### config.mk
export PLATFORM = sky130hd
export DESIGN_NAME = mem_port_arbiter
export DESIGN_NICKNAME = d
export VERILOG_FILES = /design/src/rtl/mem_port_arbiter_pkg.sv /design/src/rtl/mem_port_arbiter_lsu_align.sv /design/src/rtl/mem_port_arbiter.sv
export SDC_FILE = /design/constraint.sdc
export NUM_CORES = 1
export LEC_CHECK = 0
export ABC_AREA = 1
export ABC_CLOCK_PERIOD_IN_PS = 3800
export CAP_MARGIN = 20
export CELL_PAD_IN_SITES_DETAIL_PLACEMENT = 0
export CELL_PAD_IN_SITES_GLOBAL_PLACEMENT = 1
export CORE_AREA = 2 2 109 111
export CTS_CLUSTER_DIAMETER = 120
export DETAILED_ROUTE_END_ITERATION = 10
export DIE_AREA = 0 0 111 113
export DONT_BUFFER_PORTS = 1
export PLACE_DENSITY = 0.58
export SLEW_MARGIN = 20
export SYNTH_ARGS = -nofsm -noshare
export SYNTH_HDL_FRONTEND = slang
export SYNTH_SLANG_ARGS = --single-unit
### constraint.sdc
create_clock -name clk -period 3.8 [get_ports clk]
set_input_delay 0.76 -clock clk [delete_from_list [all_inputs] [get_ports clk]]
set_output_delay 0.76 -clock clk [all_outputs]
set_load 0.01 [all_outputs]
### src/rtl/mem_port_arbiter_pkg.sv
// Shared types for the unified memory port arbiter: access size, FSM state, port owner.
// Also holds the alignment rule used by both request selection and error handling.
package mem_port_arbiter_pkg;

   typedef enum logic [1:0] {
      BYTE      = 2'd0,
      HALF_WORD = 2'd1,
      WORD      = 2'd2
   } mem_size_t;

   typedef enum logic [1:0] {
      IDLE   = 2'd0,
      BUSY_I = 2'd1,
      BUSY_D = 2'd2,
      ERR_D  = 2'd3
   } arb_state_t;

   typedef enum logic {
      OWNER_IF = 1'b0,
      OWNER_D  = 1'b1
   } mem_owner_t;

   function automatic logic misaligned(input logic [1:0] off, input mem_size_t size);
      case (size)
         HALF_WORD: return off[0];
         WORD:      return off != 2'b00;
         default:   return 1'b0;
      endcase
   endfunction

endpackage

### src/rtl/mem_port_arbiter_lsu_align.sv
// Combinational lane logic: store byte enables and lane replication on the request side,
// load shift and sign/zero extension on the response side. Zero latency, no flow control.
module lsu_align
   import mem_port_arbiter_pkg::*;
(
   input  mem_size_t   req_size,
   input  logic [1:0]  req_off,
   input  logic [31:0] req_wdata,
   output logic [3:0]  req_be,
   output logic [31:0] req_wdata_rep,
   input  mem_size_t   rsp_size,
   input  logic [1:0]  rsp_off,
   input  logic        rsp_zext,
   input  logic [31:0] rsp_rdata,
   output logic [31:0] rsp_data
);

   logic [31:0] shifted;

   always_comb begin
      req_be        = 4'hF;
      req_wdata_rep = req_wdata;
      case (req_size)
         BYTE: begin
            req_be        = 4'b0001 << req_off;
            req_wdata_rep = {4{req_wdata[7:0]}};
         end
         HALF_WORD: begin
            req_be        = 4'b0011 << req_off;
            req_wdata_rep = {2{req_wdata[15:0]}};
         end
         default: ;
      endcase
   end

   always_comb begin
      shifted  = rsp_rdata >> {rsp_off, 3'b000};
      rsp_data = shifted;
      case (rsp_size)
         BYTE:      rsp_data = rsp_zext ? {24'h0, shifted[7:0]}
                                        : {{24{shifted[7]}}, shifted[7:0]};
         HALF_WORD: rsp_data = rsp_zext ? {16'h0, shifted[15:0]}
                                        : {{16{shifted[15]}}, shifted[15:0]};
         default: ;
      endcase
   end

endmodule

### src/rtl/mem_port_arbiter.sv
// Arbitrates fetch and data requests onto one memory port, one transaction in flight;
// zero-latency grant in IDLE, response passed through the cycle mem_rvalid (or timeout) arrives.
module mem_port_arbiter
   import mem_port_arbiter_pkg::*;
#(
   parameter int DATA_PRIORITY  = 1,
   parameter int TIMEOUT_CYCLES = 16
)(
   input  logic        clk,
   input  logic        reset,
   input  logic        if_req,
   input  logic [31:0] if_addr,
   output logic        if_gnt,
   output logic        if_rvalid,
   output logic [31:0] if_rdata,
   input  logic        dmem_req,
   input  logic [31:0] dmem_addr,
   input  logic        dmem_wr_en,
   input  mem_size_t   dmem_size,
   input  logic        dmem_zero_extend,
   input  logic [31:0] dmem_wdata,
   output logic        dmem_gnt,
   output logic        dmem_rvalid,
   output logic [31:0] dmem_rdata,
   output logic        dmem_err,
   output logic        mem_req,
   output logic [31:0] mem_addr,
   output logic        mem_we,
   output logic [3:0]  mem_be,
   output logic [31:0] mem_wdata,
   input  logic        mem_gnt,
   input  logic        mem_rvalid,
   input  logic [31:0] mem_rdata
);

   localparam int          CNT_W     = $clog2(TIMEOUT_CYCLES);
   localparam logic [CNT_W-1:0] CNT_LAST = CNT_W'(TIMEOUT_CYCLES - 1);
   localparam logic [31:0] WORD_MASK = 32'hFFFF_FFFC;

   arb_state_t       state_q, state_d;
   mem_owner_t       last_owner_q, last_owner_d;
   logic [CNT_W-1:0] cnt_q, cnt_d;
   logic [1:0]       off_q, off_d;
   mem_size_t        size_q, size_d;
   logic             zext_q, zext_d;
   logic             we_q, we_d;

   logic        is_idle, d_mis, sel_d, sel_if, done;
   logic [3:0]  st_be;
   logic [31:0] st_wdata, ld_data;

   lsu_align u_lsu_align (
      .req_size      (dmem_size),
      .req_off       (dmem_addr[1:0]),
      .req_wdata     (dmem_wdata),
      .req_be        (st_be),
      .req_wdata_rep (st_wdata),
      .rsp_size      (size_q),
      .rsp_off       (off_q),
      .rsp_zext      (zext_q),
      .rsp_rdata     (mem_rdata),
      .rsp_data      (ld_data)
   );

   // Outputs are gated by reset so nothing leaks out while it is held.
   always_comb begin
      is_idle = (state_q == IDLE) && !reset;
      d_mis   = misaligned(dmem_addr[1:0], dmem_size);
      sel_d   = is_idle && dmem_req &&
                (!if_req || (DATA_PRIORITY != 0) || (last_owner_q == OWNER_IF));
      sel_if  = is_idle && if_req && !sel_d;
      done    = mem_rvalid || (cnt_q == CNT_LAST);
   end

   always_comb begin
      mem_req   = sel_if || (sel_d && !d_mis);
      if_gnt    = sel_if && mem_gnt;
      dmem_gnt  = sel_d && (d_mis || mem_gnt);
      mem_addr  = '0;
      mem_we    = 1'b0;
      mem_be    = 4'h0;
      mem_wdata = '0;
      if (sel_if) begin
         mem_addr = if_addr & WORD_MASK;
         mem_be   = 4'hF;
      end else if (sel_d && !d_mis) begin
         mem_addr  = dmem_addr & WORD_MASK;
         mem_we    = dmem_wr_en;
         mem_be    = dmem_wr_en ? st_be : 4'hF;
         mem_wdata = dmem_wr_en ? st_wdata : '0;
      end
   end

   always_comb begin
      if_rvalid   = 1'b0;
      if_rdata    = '0;
      dmem_rvalid = 1'b0;
      dmem_rdata  = '0;
      dmem_err    = 1'b0;
      if (!reset) begin
         case (state_q)
            BUSY_I: begin
               if_rvalid = done;
               if_rdata  = mem_rvalid ? mem_rdata : '0;
            end
            BUSY_D: begin
               dmem_rvalid = done;
               dmem_err    = done && !mem_rvalid;
               dmem_rdata  = (mem_rvalid && !we_q) ? ld_data : '0;
            end
            ERR_D: begin
               dmem_rvalid = 1'b1;
               dmem_err    = 1'b1;
            end
            default: ;
         endcase
      end
   end

   always_comb begin
      state_d      = state_q;
      last_owner_d = last_owner_q;
      cnt_d        = cnt_q;
      off_d        = off_q;
      size_d       = size_q;
      zext_d       = zext_q;
      we_d         = we_q;
      case (state_q)
         IDLE: begin
            if (if_gnt) begin
               state_d      = BUSY_I;
               last_owner_d = OWNER_IF;
               cnt_d        = '0;
            end else if (dmem_gnt) begin
               state_d      = d_mis ? ERR_D : BUSY_D;
               last_owner_d = OWNER_D;
               cnt_d        = '0;
               off_d        = dmem_addr[1:0];
               size_d       = dmem_size;
               zext_d       = dmem_zero_extend;
               we_d         = dmem_wr_en;
            end
         end
         BUSY_I, BUSY_D: begin
            cnt_d = cnt_q + 1'b1;
            if (done) state_d = IDLE;
         end
         default: state_d = IDLE;
      endcase
   end

   always_ff @(posedge clk or posedge reset) begin
      if (reset) begin
         state_q      <= IDLE;
         last_owner_q <= OWNER_IF;
         cnt_q        <= '0;
         off_q        <= 2'b00;
         size_q       <= BYTE;
         zext_q       <= 1'b0;
         we_q         <= 1'b0;
      end else begin
         state_q      <= state_d;
         last_owner_q <= last_owner_d;
         cnt_q        <= cnt_d;
         off_q        <= off_d;
         size_q       <= size_d;
         zext_q       <= zext_d;
         we_q         <= we_d;
      end
   end

endmodule

==> impl_metrics.ini <==
[sta]
setup-tns-final_ns = 0
fmax_achieved_ghz = 0.309
maxSlewViolCount = 0
maxSlewHeadroom = 0.599
setup_viol_count_final = 0
grt_setup_unrepaired = no
timing_worst_slew_pin_value_ns = 0.601
report.final.hold_viol_count = 0
min_cycle_time_layout_ns = 3.24
final.setup_skew_ns = 0.00140
hold-worst-slack_ns = 0.361
min_period_over_period = 0.851

[yosys]
synth_enable_flop_cells = 0
synth_cells = 560
yosys-top-cells-area = nand2_1 (20%), nor2_1 (12%), dfrtp_1 (10%), inv_1 (8.9%), nand3_1 (8.2%)
synth_top_area_share = 0.196
ys_async_sr_fraction = 1.00
yosysUniqueCellTypes = 34
ys_seq_elements = 12
warnings_synthesis = 0
synth_area_per_cell_um2 = 5.21
ys_dominant_reg_cell = dfrtp_1
yosysSeqAreaShare = 0.103
synth.largest_area_cell = nand2_1
synth_area_um2 = 2920

[power]
total_switching_power_uw = 905
p_comb_frac = 0.686
power.share.switching = 0.590
power.static_leakage_uw = 0.00164
power.internal_uw = 628
share_clk_of_total_power = 0.139
p_per_area_nw_per_um2 = 504
seq_power_share = 0.176
max-vdd-ir-drop_v = 0.000186

[floorplan]
die_height_um = 113
fp.dieArea_um2 = 12500
placementRows = 39
dieWidth_um = 111
fp.coreArea_um2 = 11300
top_level_ports = 277
start_util = 0.259

[setup_path]
timing.critical_path.fanout_max = 19
worst_path_max_delay_cell = ha_1
r2r_slack_ns = 1.83
start_kind = primary input
critical_path.max_stage_delay_ns = 0.36
crit_family = simple AND/OR/NAND/NOR gates
timing.critical_path.cells = inv_1 -> ha_1 -> nor2_8 -> clkinv_1 -> nand2_1 -> a211oi_1 -> o21ai_0
path_buf_inv = 2
required_ns = 3.04
setup.worst_path.class = in2out
worst-endpoint-arrival_ns = 2.48
endpoint_kind = output pin

[grt]
overflow = 0
grt_max_degree = 50
initial_antenna_violation_count = 0
track_usage = 0.160
first_pass_grt_wire_length_um = 16400
first_global_vias = 3042

[cts]
cts_hold_buf = 0
tritoncts.num_buffers = 3
clock_tree_from_tritoncts = done
clock_sink_count = 12
clk_lat_worst_skew_ns = 0.24
cts_root_buffer = clkbuf_16
cts_setup_buffers = 0
post_cts_resized = 0
worst_setup_hold_path_clk_slew_ns = 0.04
clock_tree.buffer_depth = 2
htree_levels = 1

[cells_and_area]
drive_gt1_frac = 0.0782
diodes_inserted = 0
layout.core_utilization = 0.270
finalInstanceArea_um2 = 3040
layout-area-overhead-vs-synth_pct = 4.16
layout.nets = 684

[routing]
post_drt_via_cell_ratio = 5.10
antenna_violating_nets_post_route = 0
detail_route.iter0.violations = 267
drt_pre_antenna_iters = 4
drc = 0
routed_wire_length_per_instance_um = 16.2
finalWirelength_um = 11000
via_count = 3469

[flow_run]
max_cap_viol_count = 0

[place]
gp_routability_congestion = 0.913
placedInstanceArea_um2 = 2950
dp_hpwl_um = 9280
place.port_buffers = 0

[hold_path]
holdCritPathClass = in2async

[status]
outcome = finished clean
cells in the mapped netlist (2+ instances only):
library cell and instances:
a21oi_1 46, a31oi_1 7, buf_2 7, buf_4 2, buf_6 5, clkbuf_1 18
clkinv_1 2, dfrtp_1 12, ha_1 8, inv_1 69, inv_2 3, nand2_1 152
nand2_2 3, nand2_4 3, nand3_1 48, nand3_2 3, nand4_1 4, nor2_1 91
nor2_2 10, nor2_4 2, nor2_8 2, o211ai_1 7, o21ai_0 39, o31ai_1 7
logic make-up after synthesis:
kind of cell             count (synthesis)  synth area share
other                                    1           0.00129
buffers and inverters                  109             0.167
AND/OR/NAND/NOR                        322             0.492
AO/OA/AOI/OAI                          107             0.199
XOR/XNOR                                 1           0.00300
flip-flops                              12             0.103
adder cells (fa/ha/maj)                  8            0.0343
through the flow:
step	setup WS [ns]	cells	power (µW)
6_report	0.564	680	1530
2_1_floorplan	0.732	561	1150
3_3_place_gp	0.514	676	1310
4_1_cts	0.497	680	1540
5_1_grt	0.422	680	1690
3_5_place_dp	0.509	676	1320
cell usage in the layout (no fill, tap or decap):
cell type and count:
nand2_1 152, nor2_1 90, inv_1 69, nand3_1 48, a21oi_1 46, o21ai_0 39, dfrtp_1 12, nor2_2 11
ha_1 8, o31ai_1 7, o211ai_1 7, a31oi_1 7, buf_4 6, nand4_1 4, nand2_2 3, inv_2 3
nand3_2 3, nand2_4 3, clkbuf_16 3, nor2_4 2, clkinv_1 2, nor2_8 2, conb_1 2, and3_4 1
xor2_1 1, or2_2 1, inv_8 1, nand3_4 1, nor3_4 1, a211oi_1 1, clkbuf_8 1
layout make-up:
type / count / area, µm²
fill: 1308 / 8230
multi-input combinational: 440 / 2140
sequential: 12 / 300
inverter: 75 / 289
tap: 143 / 179
clock buffer: 4 / 88.8
timing repair buffer: 6 / 45.0
sequential cells by signal, indices dropped and copies added, names as in the netlist:
signal	flops
size_q	2
zext_q	1
cnt_q	4
we_q	1
state_q	2
off_q	2
worst reg2reg max path, cell delays in order, from the launching register on:
cell and delay (ns):
dfrtp_1 0.41, inv_1 0.09, ha_1 0.21, inv_1 0.09, nor2_2 0.08, buf_4 0.29
nand3_2 0.23, nand2_1 0.11, inv_1 0.05, nand2_1 0.10, nand2_1 0.08, nand2_1 0.06
nand2_1 0.04
routing by layer:
layer	routed length (µm)	GRT usage	vias to the layer above
met4	108	0.0300	0
li1	-	-	1730
met1	4160	0.179	1542
met5	0	0	-
met3	927	0.0300	6
met2	5850	0.315	191
power by group through the flow:
stage / logic (µW) / registers, µW / clock network (µW)
2_1_floorplan: 947 / 206 / 0
3_3_place_gp: 1040 / 272 / 0
3_5_place_dp: 1050 / 273 / 0
4_1_cts: 1060 / 271 / 215
5_1_grt: 1190 / 281 / 225
6_report: 1050 / 269 / 213
worst paths after layout:
path                                        start                      to  cells after the start
max in group asynchronous                   reset   size_q[1]$_DFFE_PP0P_                      1
setup reg to reg           state_q[0]$_DFFE_PP0P_  state_q[0]$_DFFE_PP0P_                     12
hold reg to reg             size_q[0]$_DFFE_PP0P_   size_q[0]$_DFFE_PP0P_                      2
min in group clk            size_q[0]$_DFFE_PP0P_   size_q[0]$_DFFE_PP0P_                      2
setup / recovery                     dmem_size[0]               mem_be[2]                      7
hold / removal                              reset    cnt_q[0]$_DFFE_PP0P_                      1
Note: power is estimated with default switching activity, not from simulation.
